File: src/rtl/booth_seq_ctrl.sv
// Iterative radix-4 Booth multiply sequencer: one Booth digit per clock on a shared accumulator.
// Optional macro BOOTH_EARLY_TERM_EN ends RUN once all remaining multiplier digits are zero.
module booth_seq_ctrl #(
    parameter int WIDTH = 8
) (
    input  logic               clk,
    input  logic               rst_n,
    input  logic               start_valid,
    output logic               start_ready,
    input  logic [WIDTH-1:0]   a,
    input  logic [WIDTH-1:0]   b,
    output logic               result_valid,
    input  logic               result_ready,
    output logic [2*WIDTH-1:0] product,
    output logic               busy
);

    localparam int PW    = 2 * WIDTH;
    localparam int IDX_W = (WIDTH / 2 > 2) ? $clog2(WIDTH / 2) : 1;
    localparam logic [IDX_W-1:0] LAST = IDX_W'(WIDTH / 2 - 1);

    typedef enum logic [1:0] {IDLE, RUN, DONE} state_t;

    state_t                   state, state_nxt;
    logic signed [WIDTH-1:0]  a_reg, b_reg;
    logic signed [PW-1:0]     acc, acc_nxt, a_ext, term;
    logic [IDX_W-1:0]         idx;
    logic [WIDTH:0]           b_ext, b_sh;
    logic [2:0]               trip;
    logic                     last_digit;

    // Radix-4 recoding of one bit triple into a multiple of A (0, +-A, +-2A).
    function automatic logic signed [PW-1:0] booth_term(input logic [2:0] t,
                                                        input logic signed [PW-1:0] x);
        logic signed [PW-1:0] neg;
        neg = ~x + PW'(1);
        case (t)
            3'b001, 3'b010: booth_term = x;
            3'b011:         booth_term = x <<< 1;
            3'b100:         booth_term = neg <<< 1;
            3'b101, 3'b110: booth_term = neg;
            default:        booth_term = '0;
        endcase
    endfunction

    // b_reg[-1] is the implicit zero appended below the LSB.
    always_comb begin
        a_ext   = PW'(a_reg);
        b_ext   = {b_reg, 1'b0};
        b_sh    = b_ext >> {idx, 1'b0};
        trip    = b_sh[2:0];
        term    = booth_term(trip, a_ext);
        acc_nxt = acc + (term <<< {idx, 1'b0});
    end

`ifdef BOOTH_EARLY_TERM_EN
    logic signed [WIDTH-1:0] b_rest;

    // Arithmetic shift fills with the sign, so a uniform remainder means no nonzero digits left.
    always_comb begin
        b_rest     = b_reg >>> {idx, 1'b1};
        last_digit = (idx == LAST) || (b_rest == '0) || (b_rest == '1);
    end
`else
    always_comb begin
        last_digit = (idx == LAST);
    end
`endif

    always_ff @(posedge clk or negedge rst_n) begin
        if (!rst_n) begin
            state <= IDLE;
        end else begin
            state <= state_nxt;
        end
    end

    always_comb begin
        state_nxt = state;
        case (state)
            IDLE:    if (start_valid)  state_nxt = RUN;
            RUN:     if (last_digit)   state_nxt = DONE;
            DONE:    if (result_ready) state_nxt = IDLE;
            default: state_nxt = IDLE;
        endcase
    end

    always_comb begin
        start_ready  = (state == IDLE);
        result_valid = (state == DONE);
        busy         = (state != IDLE);
    end

    always_ff @(posedge clk or negedge rst_n) begin
        if (!rst_n) begin
            a_reg <= '0;
            b_reg <= '0;
            acc   <= '0;
            idx   <= '0;
        end else if (state == IDLE && start_valid) begin
            a_reg <= a;
            b_reg <= b;
            acc   <= '0;
            idx   <= '0;
        end else if (state == RUN) begin
            acc <= acc_nxt;
            if (!last_digit) begin
                idx <= idx + IDX_W'(1);
            end
        end
    end

    assign product = acc;

endmodule

File: config.mk
export PLATFORM = sky130hd
export DESIGN_NAME = booth_seq_ctrl
export DESIGN_NICKNAME = d
export VERILOG_FILES = /design/src/rtl/booth_seq_ctrl.sv
export SDC_FILE = /design/constraint.sdc
export NUM_CORES = 1
export LEC_CHECK = 0
export ABC_CLOCK_PERIOD_IN_PS = 3400
export CAP_MARGIN = 10
export CORE_ASPECT_RATIO = 0.8
export CORE_MARGIN = 4
export CORE_UTILIZATION = 31
export DETAILED_ROUTE_END_ITERATION = 8
export GPL_ROUTABILITY_DRIVEN = 0
export PLACE_DENSITY_LB_ADDON = 0.2
export SLEW_MARGIN = 10
export SYNTH_ARGS = -nofsm -noshare
export SYNTH_HDL_FRONTEND = slang
export SYNTH_SLANG_ARGS = --single-unit
export TNS_END_PERCENT = 100
File: constraint.sdc
create_clock -name clk -period 3.4 [get_ports clk]
set_clock_uncertainty 0.05 [all_clocks]
set_input_delay 0.68 -clock clk [delete_from_list [all_inputs] [get_ports clk]]
set_output_delay 0.68 -clock clk [all_outputs]
set_load 0.01 [all_outputs]
==> reports/metrics.csv <==
stage,metric,value,unit
placement,post-DP HPWL,6600,um
critical_path,CP max FO,7,
cts,"CTS clk-pin slew, worst paths",0.06,ns
final_layout,# diodes,0,
logic_synthesis,cell taking the most area after synthesis,dfrtp_1,
timing,Worst Slack Setup Final,-0.488,ns
logic_synthesis,"Seq/Total Area, Yosys",29.8,%
logic_synthesis,syn nets,371,
logic_synthesis,"Avg Cell Area, Syn",9.14,um2
cts,root buffer cell,clkbuf_16,
critical_path,Worst R2R Setup Slack,-0.49,ns
timing,min cycle time layout,3.89,ns
route,DRT Pass-1 Iters,4,
timing,Final Max Tran Viols,0,
timing,Fmax,257,MHz
floorplan,core area,9270,um2
critical_path,Critical Path Source,idx[0],
logic_synthesis,adder-cell share of the synthesized area,8.52,%
run,Max Cap Viol,0,
critical_path,crit-path cells,mux4_2 > buf_6 > xnor2_4 > nor2_1 > a221o_1 > mux2i_2 > mux2i_1 > ha_1 > buf_6 > nand2_2 > a211oi_4 > nor4_4 > or4b_1 > nand3_1,
timing,final hold vios,0,
timing,Hold Slack,0.446,ns
logic_synthesis,Synth Area in Simple Gates,16.5,%
cts,Max Buffers Root-to-Sink,2,
logic_synthesis,combinational family with the most area after synthesis,compound AO/OA/AOI/OAI gates,
critical_path,R2R depth,14,
final_layout,fill count,874,
final_layout,Layout Nets,505,
logic_synthesis,Post-Syn Instances,331,
cts,Sinks on Clock Net,36,
logic_synthesis,area share of the largest cell type after synthesis,29.8,%
critical_path,CP Class,flop to flop,
floorplan,Initial Utilization,32.6,%
status,failing checks,negative setup slack,
logic_synthesis,ys async rst share,100,%
critical_path,Critical Path Max Stage Delay,0.61,ns
critical_path,Critical Path AT,4.06,ns
floorplan,Rows,31,
final_layout,"commonest non-fill, non-tap cell in the layout",buf_4,
route,DRC,0,
timing,Worst Max-Slew Pin Slew,1.08,ns
global_routing,initial antenna violation count,0,
global_routing,"Remaining Overflow, GRT",0,
floorplan,Die Height,96.4,um
logic_synthesis,Synth Register Bits,36,
timing,RSZ-0062 raised after global routing,yes,
logic_synthesis,"Warnings, synthesis",0,
final_layout,most frequent cells in the layout,"93 x buf_4, 37 x clkdlybuf4s50_1, 35 x dfrtp_1",
timing,Tcrit/Tclk final,114,%
cts,htree depth,2,
floorplan,Die ar.,11400,um2
logic_synthesis,number of flops mapped to enable cells by yosys,0,
placement,port buffer count,38,
timing,final setup fails,11,
critical_path,critical path's most frequent cell,buf_6,
route,post-route ant nets,0,
critical_path,critical path launch point type,flop,
status,status,finished with violations,
logic_synthesis,mux contribution to synthesized area,12.5,%
route,Avg WL per Cell,16.3,um
logic_synthesis,Main synth FF type,dfrtp_1,
logic_synthesis,area of the mapped netlist,3030,um2
global_routing,largest net degree at the start of global routing,37,
route,Routed WL,9490,um
global_routing,number of global-route vias before repair,3107,
worst_hold_path,Worst Hold Class,input port to async pin,
critical_path,R2R Path Start,idx[0],
final_layout,max FFs per register,16,
critical_path,Critical R2R Capture,product[12],
route,Iteration-0 DRC Markers,146,
cts,TritonCTS clock tree,yes,
timing,relative slew slack,28.2,%
critical_path,worst setup path end,product[12],
floorplan,Chip Width,118,um
global_routing,Total GRT Usage,16.5,%
global_routing,first-pass GRT wire length,15200,um
cts,CTS buffer count,5,
logic_synthesis,Compound-Gate Fraction of Synth Area,22.7,%
critical_path,Worst setup EP type,flop,
floorplan,boundary pin count,39,
critical_path,required time of the critical path,3.58,ns
logic_synthesis,Synth area leaders,"dfrtp_1 30%, ha_1 7.9%, mux2_2 6.7%, a21oi_1 3.6%, mux2i_1 3.3%",
cts,"Clk Latency, worst-skew pair",0.30,ns
logic_synthesis,Post-Synth XOR/XNOR Area,5.54,%
route,drt via density,5.35,
route,DR vias,3111,
final_layout,share of layout cells above drive strength 1,42.9,%
final_layout,synth-to-layout area growth,56.3,%
critical_path,"Slowest-stage cell, CP",mux4_2,
logic_synthesis,post-synth cell types,62,
-- cells in the mapped netlist (10+ instances only) --
cell / instances
a21oi_1: 22
inv_1: 15
dfrtp_1: 36
xnor2_1: 10
a21o_1: 10
nand2_1: 23
ha_1: 19
mux2i_1: 10
nand3_1: 16
mux2_2: 18
nor2_1: 22
o21ai_0: 20
-- cells by family after synthesis --
| kind of cell | after synthesis |
|---|---|
| fa+ha+maj | 20 |
| compound gates | 101 |
| flops | 36 |
| buf+inv | 29 |
| xor+xnor | 17 |
| mux | 32 |
| simple gates | 96 |
-- area by class of cell --
class,instances,area [um2],share of cell area (%)
clock buffer,5,125,2.64
inverter,15,56.3,1.19
sequential,36,902,19.1
multi-input combinational,266,2290,48.5
clock inverter,3,23.8,0.502
timing repair buffer,141,1190,25.1
tap,115,144,3.04
-- repair_timing --
action / in CTS / in global routing
gates resized for setup: 32 / 44
pin swaps: 19 / 27
hold buffers: 0 / 0
gates cloned: 0 / 0
setup endpoints to repair: 11 / 12
setup buffers: 15 / 9
-- per-layer routing --
layer  GRT usage [%]  up-vias  share of wire [%]
met5               0        -                  0
met2            26.8      106                 44
met1            22.3     1479                 47
met3            3.32       26                6.4
li1                -     1500                  -
met4            5.21        0                2.4
-- how the worst min path moves through the flow --
stage / startpoint / end / slack [ns] / depth (start not counted)
after global placement: b_reg[6] / b_reg[6] / 0.45 / 1
after CTS: product[15] / product[15] / 0.47 / 1
after global routing: b_reg[2] / b_reg[2] / 0.48 / 1
after detailed placement: b_reg[2] / b_reg[2] / 0.45 / 1
after floorplan: rst_n / a_reg[0] / 0.33 / 0
final: rst_n / a_reg[2] / 0.45 / 1
-- per-stage QoR --
step           instances  worst slack [ns]  utilization (%)  instance area, um2  TNS [ns]
5_1_grt              581            -0.741             51.0                4730     -5.94
3_5_place_dp         551            -0.515             44.2                4100     -3.18
4_1_cts              574            -0.471             48.4                4490     -3.17
2_1_floorplan        331            -0.117                -                3050    -0.402
3_3_place_gp         551            -0.539             44.2                4100     -3.08
6_report             581            -0.488             51.0                4730     -3.58
-- worst max-delay path, delay by kind of cell, from the launching register on --
kind | cells | cell delay [ns]
AO/OA/AOI/OAI | 2 | 0.61
multiplexers | 3 | 1.00
flip-flops | 1 | 0.45
buffers and inverters | 2 | 0.28
AND/OR/NAND/NOR | 5 | 0.83
XOR/XNOR | 1 | 0.25
adder cells (fa/ha/maj) | 1 | 0.35
Power is left out: the tool's default activity adds up to more than one toggle a clock period on the data nets, which glitch-free logic cannot reach.
